[src/rtl/branch_predict_resolve_if.sv]
`default_nettype none
// ============================================================================
// Module      : branch_predict_resolve_if
// Description : Fetch lookup and Execute resolve signals of the branch
//               predictor, with pipeline (master) and predictor (slave) views.
// Revision    : 1.0 - initial release
// ============================================================================
interface branch_predict_resolve_if #(
  parameter int XLEN  = 32,
  parameter int CNT_W = 32
);
  logic [XLEN-1:0]  PCF;
  logic             PredictTakenF;
  logic             ResolveValid_E;
  logic [2:0]       ConditionalPCSrc_E;
  logic [XLEN-1:0]  PCE;
  logic             PredictedTaken_E;
  logic             Zero;
  logic             Carry;
  logic             Negative;
  logic             oVerflow;
  logic [XLEN-1:0]  PCp4_E;
  logic [XLEN-1:0]  BranchTarget_E;
  logic             Taken_E;
  logic             Mispredict_E;
  logic [XLEN-1:0]  RedirectPC_E;
  logic [CNT_W-1:0] MispredictCount;

  modport master (
    output PCF, ResolveValid_E, ConditionalPCSrc_E, PCE, PredictedTaken_E,
           Zero, Carry, Negative, oVerflow, PCp4_E, BranchTarget_E,
    input  PredictTakenF, Taken_E, Mispredict_E, RedirectPC_E, MispredictCount
  );

  modport slave (
    input  PCF, ResolveValid_E, ConditionalPCSrc_E, PCE, PredictedTaken_E,
           Zero, Carry, Negative, oVerflow, PCp4_E, BranchTarget_E,
    output PredictTakenF, Taken_E, Mispredict_E, RedirectPC_E, MispredictCount
  );
endinterface
`default_nettype wire

[src/rtl/branch_predict_resolve.sv]
`default_nettype none
// ============================================================================
// Module      : branch_predict_resolve
// Description : Execute-stage branch resolution, misprediction detection and
//               a direct-mapped table of 2-bit saturating direction counters.
// Revision    : 1.0 - initial release
// ============================================================================
module branch_predict_resolve #(
  parameter int         XLEN          = 32,
  parameter int         ENTRIES       = 64,
  parameter int         INDEX_LO      = 2,
  parameter logic [1:0] COUNTER_RESET = 2'b01,
  parameter int         CNT_W         = 32
) (
  input  logic                   clk,
  input  logic                   reset,
  branch_predict_resolve_if.slave bus
);

  localparam int         c_IDX_W = $clog2(ENTRIES);
  localparam logic [2:0] c_NONE  = 3'd0;
  localparam logic [2:0] c_BEQ   = 3'd1;
  localparam logic [2:0] c_BNE   = 3'd2;
  localparam logic [2:0] c_BLT   = 3'd3;
  localparam logic [2:0] c_BGE   = 3'd4;
  localparam logic [2:0] c_BLTU  = 3'd5;
  localparam logic [2:0] c_BGEU  = 3'd6;

  logic [1:0]         r_table [ENTRIES];
  logic [CNT_W-1:0]   r_mispredict_count;

  logic               w_taken;
  logic               w_is_branch_code;
  logic               w_branch;
  logic               w_mispredict;
  logic [c_IDX_W-1:0] w_lookup_idx;
  logic [c_IDX_W-1:0] w_update_idx;
  logic [1:0]         w_cur_ctr;
  logic [1:0]         w_next_ctr;
  logic               w_unused_pc;

  // Signed less-than is N^V; Carry already encodes unsigned rs1<rs2.
  always_comb begin
    w_taken          = 1'b0;
    w_is_branch_code = 1'b1;
    case (bus.ConditionalPCSrc_E)
      c_BEQ:   w_taken = bus.Zero;
      c_BNE:   w_taken = ~bus.Zero;
      c_BLT:   w_taken = bus.Negative ^ bus.oVerflow;
      c_BGE:   w_taken = ~(bus.Negative ^ bus.oVerflow);
      c_BLTU:  w_taken = bus.Carry;
      c_BGEU:  w_taken = ~bus.Carry;
      c_NONE:  w_is_branch_code = 1'b0;
      default: w_is_branch_code = 1'b0;
    endcase
  end

  assign w_branch     = bus.ResolveValid_E & w_is_branch_code;
  assign w_mispredict = w_branch & (w_taken != bus.PredictedTaken_E);

  assign w_lookup_idx = bus.PCF[INDEX_LO +: c_IDX_W];
  assign w_update_idx = bus.PCE[INDEX_LO +: c_IDX_W];
  assign w_unused_pc  = ^{bus.PCF, bus.PCE};

  assign w_cur_ctr = r_table[w_update_idx];

  always_comb begin
    w_next_ctr = w_cur_ctr;
    if (w_taken) begin
      if (w_cur_ctr != 2'b11) w_next_ctr = w_cur_ctr + 2'b01;
    end else begin
      if (w_cur_ctr != 2'b00) w_next_ctr = w_cur_ctr - 2'b01;
    end
  end

  // Flop array rather than SRAM so every entry can be cleared asynchronously.
  always_ff @(posedge clk or posedge reset) begin
    if (reset) begin
      for (int i = 0; i < ENTRIES; i++) r_table[i] <= COUNTER_RESET;
    end else if (w_branch) begin
      r_table[w_update_idx] <= w_next_ctr;
    end
  end

  always_ff @(posedge clk or posedge reset) begin
    if (reset) begin
      r_mispredict_count <= '0;
    end else if (w_mispredict) begin
      r_mispredict_count <= r_mispredict_count + 1'b1;
    end
  end

  // No bypass: lookup shows the counter as it stands before this edge's update.
  assign bus.PredictTakenF   = r_table[w_lookup_idx][1];
  assign bus.Taken_E         = w_taken;
  assign bus.Mispredict_E    = w_mispredict;
  assign bus.RedirectPC_E    = w_taken ? bus.BranchTarget_E : bus.PCp4_E;
  assign bus.MispredictCount = r_mispredict_count;

  always @(posedge clk) begin
    if (!reset) assert (!(bus.ResolveValid_E && (bus.ConditionalPCSrc_E == 3'd7)));
  end

endmodule
`default_nettype wire

[src/flat_wrapper.sv]
// flat-port wrapper written by rule: the top's interface ports become plain ports
module branch_predict_resolve_flat 
#(
  parameter int         XLEN          = 32,
  parameter int         ENTRIES       = 64,
  parameter int         INDEX_LO      = 2,
  parameter logic [1:0] COUNTER_RESET = 2'b01,
  parameter int         CNT_W         = 32
)
  (clk, reset, bus_PCF, bus_ResolveValid_E, bus_ConditionalPCSrc_E, bus_PCE, bus_PredictedTaken_E, bus_Zero, bus_Carry, bus_Negative, bus_oVerflow, bus_PCp4_E, bus_BranchTarget_E, bus_PredictTakenF, bus_Taken_E, bus_Mispredict_E, bus_RedirectPC_E, bus_MispredictCount);
  branch_predict_resolve_if #(.XLEN(XLEN), .CNT_W(CNT_W)) bus_i ();
  input  logic clk;
  input  logic reset;
  input wire logic [$bits(bus_i.PCF)-1:0] bus_PCF;
  input wire logic [$bits(bus_i.ResolveValid_E)-1:0] bus_ResolveValid_E;
  input wire logic [$bits(bus_i.ConditionalPCSrc_E)-1:0] bus_ConditionalPCSrc_E;
  input wire logic [$bits(bus_i.PCE)-1:0] bus_PCE;
  input wire logic [$bits(bus_i.PredictedTaken_E)-1:0] bus_PredictedTaken_E;
  input wire logic [$bits(bus_i.Zero)-1:0] bus_Zero;
  input wire logic [$bits(bus_i.Carry)-1:0] bus_Carry;
  input wire logic [$bits(bus_i.Negative)-1:0] bus_Negative;
  input wire logic [$bits(bus_i.oVerflow)-1:0] bus_oVerflow;
  input wire logic [$bits(bus_i.PCp4_E)-1:0] bus_PCp4_E;
  input wire logic [$bits(bus_i.BranchTarget_E)-1:0] bus_BranchTarget_E;
  output wire logic [$bits(bus_i.PredictTakenF)-1:0] bus_PredictTakenF;
  output wire logic [$bits(bus_i.Taken_E)-1:0] bus_Taken_E;
  output wire logic [$bits(bus_i.Mispredict_E)-1:0] bus_Mispredict_E;
  output wire logic [$bits(bus_i.RedirectPC_E)-1:0] bus_RedirectPC_E;
  output wire logic [$bits(bus_i.MispredictCount)-1:0] bus_MispredictCount;
  assign bus_i.PCF = bus_PCF;
  assign bus_i.ResolveValid_E = bus_ResolveValid_E;
  assign bus_i.ConditionalPCSrc_E = bus_ConditionalPCSrc_E;
  assign bus_i.PCE = bus_PCE;
  assign bus_i.PredictedTaken_E = bus_PredictedTaken_E;
  assign bus_i.Zero = bus_Zero;
  assign bus_i.Carry = bus_Carry;
  assign bus_i.Negative = bus_Negative;
  assign bus_i.oVerflow = bus_oVerflow;
  assign bus_i.PCp4_E = bus_PCp4_E;
  assign bus_i.BranchTarget_E = bus_BranchTarget_E;
  assign bus_PredictTakenF = bus_i.PredictTakenF;
  assign bus_Taken_E = bus_i.Taken_E;
  assign bus_Mispredict_E = bus_i.Mispredict_E;
  assign bus_RedirectPC_E = bus_i.RedirectPC_E;
  assign bus_MispredictCount = bus_i.MispredictCount;
  branch_predict_resolve #(.XLEN(XLEN), .ENTRIES(ENTRIES), .INDEX_LO(INDEX_LO), .COUNTER_RESET(COUNTER_RESET), .CNT_W(CNT_W)) u_core (.clk(clk), .reset(reset), .bus(bus_i));
endmodule
[config.mk]
export PLATFORM = sky130hd
export DESIGN_NAME = branch_predict_resolve_flat
export DESIGN_NICKNAME = d
export VERILOG_FILES = /design/src/rtl/branch_predict_resolve_if.sv /design/src/rtl/branch_predict_resolve.sv /design/src/flat_wrapper.sv
export SDC_FILE = /design/constraint.sdc
export NUM_CORES = 1
export LEC_CHECK = 0
export BUFFER_PORTS_ARGS = -buffer_cell sky130_fd_sc_hd__buf_2
export CORE_AREA = 2 2 182 95
export CTS_BUF_LIST = sky130_fd_sc_hd__clkbuf_16
export DETAILED_ROUTE_END_ITERATION = 12
export DIE_AREA = 0 0 184 97
export PLACE_DENSITY_LB_ADDON = 0.05
export SLEW_MARGIN = 0
export SYNTH_ARGS = -nofsm -noshare
export SYNTH_HDL_FRONTEND = slang
export SYNTH_SLANG_ARGS = --single-unit
[constraint.sdc]
create_clock -name clk -period 6.23 [get_ports clk]
set_input_delay 0.9345 -clock clk [delete_from_list [all_inputs] [get_ports clk]]
set_output_delay 0.9345 -clock clk [all_outputs]
set_load 0.005 [all_outputs]
### Word-level counts from Yosys, hierarchy flattened

Cells that the tools add are included.

| operators by class | value |
|---|---|
| eq/ne operators | 8 |
| bitwise logic cells | 8 |
| multiplexer cells | 15 |
| reduce and logical (&&, ||, !) cells | 3 |
| order comparisons | 3 |
| add/sub/neg operators | 3 |

Operator list:

| cell | number |
|---|---|
| bitwise mux 128 bit | 1 |
| adder 32 x 1 -> 32 bit (second input constant) | 1 |
| two-way mux 32 bit | 1 |
| binary-select mux 2 bit (select 6 bit) | 2 |
| two-way mux 2 bit | 8 |
| >= comparator 7 bit (second input constant) | 2 |
| NOT 6 -> 7 bit | 2 |
| demux 2 bit (select 6 bit) | 1 |
| equality test 3 bit (second input constant) | 3 |
| less-than comparator 7 x 1 -> 1 bit (second input constant) | 1 |
| equality test 3 x 2 -> 1 bit (second input constant) | 2 |
| one-hot mux 1 bit (6 select lines) | 1 |
| OR reduction 6 bit | 1 |
| equality test 3 x 1 -> 1 bit (second input constant) | 1 |
| NOT 1 bit | 3 |
| adder 2 x 1 -> 2 bit (second input constant) | 1 |
| bitwise AND 1 bit | 2 |
| != test 2 bit (second input constant) | 1 |
| nonzero test 2 bit | 1 |
| subtractor 2 x 1 -> 2 bit (second input constant) | 1 |
| logical AND 1 bit | 1 |
| two-way mux 1 bit | 1 |
| != test 1 bit | 1 |
| bitwise XOR 1 bit | 1 |

| word-level totals | value |
|---|---|
| input bits | 139 |
| output and inout bits | 67 |
| flip-flop bits (word level) | 160 |
| word-level logic and storage cells | 105 |

### Logic depth before layout (Yosys ltp)

Gate-level depths: netlist of run 1.

| depth | value |
|---|---|
| depth in word-level cells | 8 |
| depth in mapped cells | 12 |
| depth with buffers taken out | 7 |

### Worst setup path after synthesis of run 1

Ideal clock, no wire load.

| timing path | value |
|---|---|
| path kind | input -> output |
| start point | input bus_PCF[2] |
| end point | output bus_PredictTakenF |
| buffers on the path | 2 |
| data required time | 5.295 ns |
| cell stages on the path | 5 |
| slack | 1.971 ns |
| data arrival time | 3.325 ns |
| cell sequence | clkbuf_1 -> buf_1 -> mux4_2 -> mux4_2 -> mux4_2 |

| between the ends | value |
|---|---|
| longest elaborated chain between the ends | 4 |

RTL lines:

| what | line | text |
|---|---|---|
| from (decl) | flat_wrapper.sv:14 | `input wire logic [$bits(bus_i.PCF)-1:0] bus_PCF;` |
| NOT 6 -> 7 bit (implied by the code) | branch_predict_resolve.sv:94 | `assign bus.PredictTakenF = r_table[w_lookup_idx][1];` |
| binary-select mux 2 bit (select 6 bit) | branch_predict_resolve.sv:94 |  |
| two-way mux 2 bit (implied by the code) (2 in a row) | branch_predict_resolve.sv:94 |  |
| to (decl) | flat_wrapper.sv:25 | `output wire logic [$bits(bus_i.PredictTakenF)-1:0] bus_PredictTakenF;` |

Every way passes these cells. The select of a mux whose other input is x is not followed.

### Worst setup path in the final report of run 1

| timing path | value |
|---|---|
| start point | input bus_PCE[2] |
| end point | register u_core.r_table[41] (netlist name) |

| between the ends | value |
|---|---|
| longest elaborated chain between the ends | 8 |
| elaborated cells on any way between the ends | 17 |
| classes of those cells | add/sub: 2; order compare: 2; eq/ne: 1; mux: 9; bitwise: 1; reduce/logical: 2 |

RTL lines:

| what | line | text |
|---|---|---|
| from (decl) | flat_wrapper.sv:17 | `input wire logic [$bits(bus_i.PCE)-1:0] bus_PCE;` |
| NOT 6 -> 7 bit (implied by the code) * | branch_predict_resolve.sv:65, branch_predict_resolve.sv:81 |  |
| binary-select mux 2 bit (select 6 bit) | branch_predict_resolve.sv:65 | `assign w_cur_ctr = r_table[w_update_idx];` |
| two-way mux 2 bit (implied by the code) (2 in a row) | branch_predict_resolve.sv:65 |  |
| subtractor 2 x 1 -> 2 bit, or another cell as far along | branch_predict_resolve.sv:72 | `if (w_cur_ctr != 2'b00) w_next_ctr = w_cur_ctr - 2'b01;` |
| two-way mux 2 bit, on equally long branches | branch_predict_resolve.sv:72, branch_predict_resolve.sv:70 |  |
| two-way mux 2 bit | branch_predict_resolve.sv:69 | `if (w_taken) begin` |
| bitwise mux 128 bit * | branch_predict_resolve.sv:81 | `r_table[w_update_idx] <= w_next_ctr;` |
| to (signal, indexed assignment) | branch_predict_resolve.sv:81 |  |
| to (decl) | branch_predict_resolve.sv:29 | `logic [1:0] r_table [ENTRIES];` |

Mark *: on every way between the ends. The rest lies on a longest branch, timed or not. The select of a mux whose other input is x is not followed.
A chain may end at the register's enable or synchronous reset.

==> flow_summary.yaml, run 1 <==
worst_setup_path:
  ff2ff_setup_slack_ns: 3.02
  crit_arrival_ns: 4.81
  path_delay_family: "compound AO/OA/AOI/OAI gates"
  worst-path-buf-inv: 2
  critPathRequiredTime_ns: 6.55
  worstSetupStartpointType: "input port"
  criticalPathCategory: "input port to flip-flop"
  critPathSlowestCell: "a2111oi_0"
  cp-end-kind: "flip-flop"
  cp_max_fo: 64
  critPathMaxStageDelay_ns: 0.74
  cp_cell_sequence: "buf_2, nor2_1, o2bb2ai_1, a2111oi_0, buf_4, o32ai_1, or3_1, maj3_4, mux2_2"
status:
  status: "completed"
yosys:
  dominantRegCellSynth: "dfrtp_1"
  ys_seq_area_frac: 0.4746
  synth.most_common_cell: "nand2_1"
  syn-num-nets: 969
  synth_enable_flop_cells: 0
  synth-seq-cells: 160
  yosys.area.top_type: "dfrtp_1"
  synth_cell_type_count: 57
  synthSimpleGateAreaFrac: 0.1678
  synthXorXnorAreaFrac: 0.03257
  yosys.area.top_type_share: 0.2792
  synth_area_leaders: "dfrtp_1 (28%), dfstp_2 (20%), nand2_1 (11%)"
  yosys_warnings: 0
  synth_area_per_cell_um2: 10.38
  synth-compound-area-share: 0.08389
  synth_top_family_by_area: "multiplexers"
  async_reset_ff_frac: 1.000
  synth_common_cells: "nand2_1 (250), dfrtp_1 (96), mux2_2 (69), dfstp_2 (64), o21ai_0 (62)"
  syn-instance-count: 829
  synthAdderAreaFrac: 0.004362
  synth_area_um2: 8606
  synthMuxAreaShare: 0.2014
final_layout:
  regArea_um2: 4084
  multi_input_area_um2: 4237
  antenna_cells: 0
  area_delta_synth_final_pct: 16.79
  nFillCells: 1304
  nets: 1101
  drive_gt1_frac: 0.3758
grt:
  grt_first_pass_wirelength_mm: 38.51
  grt_max_degree: 116
  grt_overflow_total: 0
  track_usage: 0.2856
  grt_pass1_vias: 6785
  antenna_found_initial: 0
power:
  power_leakage_nw: 4.704
  ir_drop_uv: 189.5
  p_per_area_nw_per_um2: 280.7
placement:
  dp_hpwl_mm: 16.88
  finalWeightedCongestion: 0.8782
  portBuffers: 153
clocking:
  cts_buffers: 17
  htree_levels: 4
  clock_sinks: 160
  clockBufferDepth: 2
  post_cts.repair.setup_buffers: 0
  cts_root_buf: "clkbuf_16"
  insertion_delay_ns: 0.43
  cts_resized: 0
  cts_tree: "done"
  path_clk_slew_ns: 0.06
  hold_buffers: 0
floorplanning:
  rows: 33
  ios: 206
  dieHeight_um: 97
  die_w_um: 184
  start_util: 0.5344
  core-area_um2: 16100
  dieArea_um2: 17850
routing:
  final_antenna_net_count: 0
  drt_iter0_drc: 893
  num_vias: 7019
  drc: 0
  routed_via_density: 5.928
  wirelength_mm: 24.40
  wl_per_cell_um: 20.60
  drt_pre_antenna_iters: 5
timing:
  fin_crit_ns: 4.492
  fin_crit_sh: 0.7210
  maxSlewViolCount: 0
  setup_viol: 0
  relSlewSlack: 0.1689
  rsz0062_at_grt: "no"
  fin_hold_ws_ns: 0.4593
  max_slew.worst_pin.slew_ns: 1.242
  finalHoldViolCount: 0
  max_freq_mhz: 222.6
  finalSetupTns_ns: 0
  fin_skew_ns: 0.01434
run:
  cap_viol_max_count: 0
worst_hold_path:
  hold_path.class: "flip-flop to flip-flop"
-- through the flow --
| step | cell area [µm²] | std cells | setup WS (ns) | utilization | total power [mW] |
|---|---|---|---|---|---|
| after detailed placement | 9457 | 1152 | 1.455 | 0.5873 | 1.760 |
| after CTS | 10050 | 1184 | 1.881 | 0.6242 | 2.826 |
| after global placement | 9457 | 1152 | 1.630 | 0.5873 | 1.734 |
| final | 10050 | 1184 | 1.738 | 0.6242 | 2.821 |
| after global routing | 10050 | 1184 | 1.617 | 0.6242 | 2.945 |
| after floorplan | 8606 | 829 | 1.082 | - | 1.575 |
-- layout by cell type (no fill, tap or decap), types with 4 or more instances in the layout --
master / Yosys / final
buf_2: 4 / 153
xnor2_1: 17 / 17
o22ai_1: 7 / 7
buf_4: 2 / 6
dfstp_2: 64 / 64
nor3_1: 10 / 6
a221o_1: 6 / 6
nor2_1: 21 / 21
a221oi_1: 5 / 5
nand2_1: 250 / 250
clkbuf_16: 0 / 17
xor2_1: 15 / 15
mux2_2: 69 / 69
a22o_1: 4 / 4
mux4_2: 34 / 34
dfrtp_1: 96 / 96
clkinv_4: 0 / 4
and3_1: 12 / 12
nor3_2: 0 / 4
nand4_1: 5 / 5
mux2i_1: 19 / 19
inv_1: 9 / 9
o21ai_0: 62 / 62
a21oi_1: 7 / 7
nand2b_1: 5 / 5
nand3_1: 16 / 16
o21ai_1: 4 / 4
-- kinds of logic after synthesis --
kind of cell	count (synthesis)
buf+inv	57
xor+xnor	32
flops	160
fa+ha+maj	3
simple gates	340
mux	122
compound gates	115
-- registers in the layout (all words and copies together) (netlist names) --
name and cells:
u_core.bus.MispredictCount 32, u_core.r_table 128
-- report_power, final --
group	switching [mW]	internal, mW
clock network	0.443	0.629
logic	0.264	0.210
registers	0.0857	1.19
-- per-layer routing --
layer / vias up / global-route usage / part of all wire
li1: 3197 / - / -
met3: 29 / 0.1145 / 0.10
met4: 0 / 0.06523 / 0.011
met5: - / 0.02571 / 0
met2: 301 / 0.3803 / 0.41
met1: 3492 / 0.4294 / 0.47
-- final timing paths --
kind / from / endpoint / cells after the start
max: bus_PCE[2] / u_core.r_table[41] / 9
min: u_core.r_table[108] / u_core.r_table[108] / 2
max reg2reg: u_core.r_table[35] / u_core.r_table[41] / 8
min reg2reg: u_core.r_table[108] / u_core.r_table[108] / 2
max in group asynchronous: reset / u_core.r_table[43] / 3
min in group asynchronous: reset / u_core.bus.MispredictCount[29] / 2
-- tightest hold or removal path, delay by kind of cell, from the launching register on --
family	cells	cell delay, ns
flops	1	0.36
compound gates	1	0.05
simple gates	1	0.04
-- area by class of cell --
cell class,count,area share
Clock buffer,17,0.04233
Multi-Input combinational cell,612,0.4215
Inverter,10,0.004233
Sequential cell,160,0.4063
Tap cell,210,0.02614
Timing Repair Buffer,160,0.08266
Clock inverter,15,0.01681
No activity file was read; power rests on OpenSTA's default activity.
==> run 2: changes to the inputs <==
- CORE_AREA: 2 2 182 95 -> 2 2 191 99
- DIE_AREA: 0 0 184 97 -> 0 0 193 101
- clock period: 6.23 -> 3.8 ns (I/O delays scaled with it)
==> flow_summary.yaml, run 2 (same netlist as run 1, synthesis figures left out) <==
placement:
  portBuffers: 153
  dpl_worst_slack_ns: 0.0009708
  dp_hpwl_mm: 18.51
  finalWeightedCongestion: 0.9186
final_layout:
  layout_common_cells: "nand2_1 (250), buf_2 (153), dfrtp_1 (96)"
  final_common_cell: "nand2_1"
  nets: 1138
  drive_gt1_frac: 0.3947
  top_register: "u_core.r_table"
  post-route-util: 0.5811
  area_delta_synth_final_pct: 21.24
  antenna_cells: 0
  largest_reg_flops: 128
timing:
  max_freq_mhz: 288.4
  fin_skew_ns: 0.009911
  finalSetupTns_ns: 0
  relSlewSlack: 0.3158
  finalHoldViolCount: 0
  setup_viol: 0
  max_slew.worst_pin.slew_ns: 1.024
  fin_crit_ns: 3.468
  fin_crit_sh: 0.9125
  finalWorstSetupSlack_ns: 0.3325
  rsz0062_at_grt: "no"
  maxSlewViolCount: 0
routing:
  wirelength_mm: 25.01
  routed-wl-met3_mm: 1.764
  drc: 0
  dr_wl_met2_mm: 10.61
  final_antenna_net_count: 0
  wl_met1_mm: 12.28
  drt_iter0_drc: 629
  wl_per_cell_um: 19.99
  drt_pre_antenna_iters: 5
  routed_via_density: 5.693
  num_vias: 7122
  highest_layer: "met4"
worst_setup_path:
  criticalPathCategory: "input port to flip-flop"
  cp_max_fo: 32
  worst_path_most_repeated_cell: "buf_4"
  critPathRequiredTime_ns: 4.11
  critPathSlowestCell: "o311ai_1"
  critPathMaxStageDelay_ns: 0.63
  worstSetupStartpointType: "input port"
  ff2ff_setup_slack_ns: 0.70
  cp_cell_sequence: "buf_2, buf_4, and2_1, a22o_1, o311ai_1, buf_4, o2111ai_1, or3_1, maj3_4, buf_12, mux2_2"
  path_delay_family: "compound AO/OA/AOI/OAI gates"
  worst-path-buf-inv: 4
  crit_arrival_ns: 3.78
  cp-end-kind: "flip-flop"
clocking:
  htree_levels: 4
  cts_resized: 0
  clock_sinks: 160
  cts_root_buf: "clkbuf_16"
  clockBufferDepth: 2
  path_clk_slew_ns: 0.06
  hold_buffers: 0
  cts_tree: "done"
  insertion_delay_ns: 0.43
  post_cts.repair.setup_buffers: 0
  cts_buffers: 17
grt:
  grt_overflow_total: 0
  antenna_found_initial: 0
  grt_pass1_vias: 6588
  grt_max_degree: 119
  track_usage: 0.2611
  grt_first_pass_wirelength_mm: 37.89
worst_hold_path:
  hold_path.class: "input port to asynchronous set/reset pin"
floorplanning:
  start_util: 0.4793
  dieArea_um2: 19490
  die_w_um: 193
  core-area_um2: 17950
  ios: 206
  dieHeight_um: 101
  rows: 35
status:
  status: "completed"
power:
  p_per_area_nw_per_um2: 450.0
  ir_drop_uv: 319.7
  power_leakage_nw: 4.896
run:
  cap_viol_max_count: 0
[run 2: cell types whose count changed in the layout (fill, tap and decap cells not counted), sizes merged]
cell | previous run | this run
buf | 160 | 197
bufinv | 3 | 4
clkinv | 10 | 4
clkinvlp | 0 | 6
inv | 12 | 11
[run 2: metrics by stage]
stage                     cell area, µm²  instances  power [mW]  hold WS (ns)
after floorplan                     8610        829       2.583        0.4418
after global placement              9813       1219       2.878        0.4482
after detailed placement            9813       1219       2.915        0.4586
after CTS                          10430       1251       4.714       0.05041
after global routing               10430       1251       4.904       0.06401
final                              10430       1251       4.695       0.05588
[run 2: cell type report]
type	count	area (µm²)
Timing Repair Buffer	197	1171
Sequential cell	160	4084
Clock buffer	17	425.4
Clock inverter	15	195.2
Inverter	10	41.29
Tap cell	240	300.3
Multi-Input combinational cell	612	4217
Fill cell	1555	7521
[run 2: worst paths after layout]
kind	start	endpoint	cells after the start
worst max-delay path	bus_PCE[2]	u_core.r_table[5]	11
worst min-delay path	reset	u_core.bus.MispredictCount[1]	2
worst max register to register	u_core.r_table[11]	u_core.r_table[5]	8
worst min register to register	u_core.r_table[108]	u_core.r_table[108]	2
max in group asynchronous	reset	u_core.r_table[95]	3
min in group clk	u_core.r_table[108]	u_core.r_table[108]	2
[run 2: report_power, final]
group	total [mW]	switching [mW]	internal, mW
clock	1.80	0.707	1.09
sequential	2.09	0.136	1.95
combinational	0.807	0.428	0.379
[run 2: layer usage]
metal,up-vias,global-route usage
met3,37,0.05221
li1,3278,-
met1,3574,0.4118
met5,-,0
met4,0,0.08042
met2,233,0.3565
==> run 3: changes to the inputs <==
- CELL_PAD_IN_SITES_DETAIL_PLACEMENT: default -> 1
- CELL_PAD_IN_SITES_GLOBAL_PLACEMENT: default -> 1
- CORE_AREA: 2 2 191 99 -> 2 2 216 112
- DIE_AREA: 0 0 193 101 -> 0 0 218 114
==> flow_summary.yaml, run 3 (same netlist as run 1, synthesis figures left out) <==
status:
  status: "completed"
grt:
  grt_max_degree: 161
  met3_usage: 0.05493
  grtUsageMet2: 0.3511
  globalRoute.busiestLayer: "met1"
  grt_first_pass_wirelength_mm: 45.03
  antenna_found_initial: 1
  track_usage: 0.2452
  use_met1: 0.3652
  grt_overflow_total: 0
  grt_pass1_vias: 7598
routing:
  wl_per_cell_um: 21.85
  num_vias: 7163
  wirelength_mm: 29.04
  drt_iter0_drc: 386
  drc: 0
  routed_via_density: 5.390
  drt_pre_antenna_iters: 5
  final_antenna_net_count: 0
timing:
  fin_skew_ns: 0.009073
  finalWorstSetupSlack_ns: 0.3974
  fin_crit_ns: 3.403
  relSlewSlack: 0.2233
  fin_crit_sh: 0.8954
  maxSlewViolCount: 0
  rsz0062_at_grt: "no"
  max_freq_mhz: 293.9
  setup_viol: 0
  fin_hold_ws_ns: 0.3339
  max_slew.worst_pin.slew_ns: 1.163
  finalHoldViolCount: 0
worst_setup_path:
  critPathRequiredTime_ns: 4.14
  worst_path_most_repeated_cell: "buf_4"
  worstSetupStartpointType: "input port"
  worst-path-buf-inv: 4
  criticalPathCategory: "input port to flip-flop"
  path_delay_family: "buffers and inverters"
  cp_max_fo: 24
  cp-end-kind: "flip-flop"
  crit_arrival_ns: 3.74
  cp_cell_sequence: "buf_2, buf_4, mux2i_1, nor2_1, a2111oi_0, buf_4, o32ai_1, or3_1, maj3_4, buf_12, mux2_2"
  critPathMaxStageDelay_ns: 0.52
  critPathSlowestCell: "a2111oi_0"
clocking:
  hold_buffers: 0
  cts_tree: "done"
  path_clk_slew_ns: 0.06
  clock_sinks: 160
  insertion_delay_ns: 0.45
  cts_buffers: 17
  cts_root_buf: "clkbuf_16"
  post_cts.repair.setup_buffers: 0
  clockBufferDepth: 2
  cts_resized: 0
  htree_levels: 4
power:
  clkPwrFrac: 0.385
  power_leakage_nw: 4.916
  p_per_area_nw_per_um2: 452.3
  power.switching_mw: 1.348
  ir_drop_uv: 263.9
  swShare: 0.2819
  p_seq_frac: 0.439
  p_comb_frac: 0.176
  internal_power_mw: 3.433
final_layout:
  drive_gt1_frac: 0.3959
  final_common_cell: "nand2_1"
  layout_common_cells: "nand2_1 (250), buf_2 (153), dfrtp_1 (96)"
  top_register: "u_core.r_table"
  largest_reg_flops: 128
  nets: 1140
  fin_cells: 1329
  area_delta_synth_final_pct: 22.81
floorplanning:
  dieHeight_um: 114
  ios: 206
  start_util: 0.3706
  dieArea_um2: 24850
  core-area_um2: 23220
  die_w_um: 218
  rows: 40
placement:
  portBuffers: 153
  dpl_worst_slack_ns: -0.03371
  finalWeightedCongestion: 0.8217
  dp_hpwl_mm: 20.99
  dp_cells: 1296
run:
  cap_viol_max_count: 0
worst_hold_path:
  hold_path.class: "input port to asynchronous set/reset pin"
## run 3: cell count changes in the layout (fill, tap and decap cells not counted)
cell | previous run | this run
buf_12 | 6 | 8
clkinv_1 | 2 | 3
clkinv_2 | 0 | 1
clkinv_4 | 2 | 3
clkinvlp_4 | 6 | 4
diode_2 | 0 | 1
inv_1 | 10 | 9
## run 3: power by group through the flow
stage | Sequential [mW] | Combinational (mW) | Clock [mW]
floorplan | 2.07 | 0.516 | 0
global placement | 2.10 | 0.814 | 0
detailed placement | 2.12 | 0.848 | 0
CTS | 2.09 | 0.853 | 1.89
global route | 2.12 | 0.935 | 1.97
finish | 2.10 | 0.842 | 1.84
## run 3: metal layers
layer	routed length, µm	part of all wire
met3	1617	0.056
met5	0	0
met2	12550	0.43
met1	14370	0.49
met4	499	0.017
## run 3: path summary, 6_finish.rpt
kind                       cells past startpoint  slack [ns]           startpoint                       endpoint
setup reg to reg                               8        0.79   u_core.r_table[42]             u_core.r_table[49]
hold reg to reg                                2        0.47  u_core.r_table[108]            u_core.r_table[108]
max in group asynchronous                      3        2.77                reset             u_core.r_table[65]
setup / recovery                              11        0.40           bus_PCE[2]             u_core.r_table[49]
min in group clk                               2        0.47  u_core.r_table[108]            u_core.r_table[108]
hold / removal                                 3        0.33                reset  u_core.bus.MispredictCount[5]
## run 3: stage by stage
stage / util / total power [mW] / instance area (µm²) / TNS, ns
2_1_floorplan: - / 2.583 / 8610 / 0
3_3_place_gp: 0.4283 / 2.918 / 9947 / -0.05052
3_5_place_dp: 0.4283 / 2.967 / 9947 / -0.8847
4_1_cts: 0.4550 / 4.837 / 10570 / 0
5_1_grt: 0.4550 / 5.020 / 10570 / 0
6_report: 0.4551 / 4.780 / 10570 / 0
## run 3: layout make-up
cell class / count / area, µm²
fillers: 2621 / 12650
multi-input cells: 612 / 4217
flip-flops and latches: 160 / 4084
repair buffers: 199 / 1211
clock buffers: 17 / 425.4
well taps: 315 / 394.1
clock inverters: 15 / 193.9
inverters: 10 / 41.29
diodes: 1 / 2.502
## run 3: worst register-to-register path: stages, from the launching register on
cell and delay (ns):
dfstp_2 0.37, mux2_2 0.28, a221oi_1 0.28, o22ai_1 0.19
a211o_1 0.34, or4b_4 0.55, maj3_4 0.40, buf_12 0.18
mux2_2 0.29
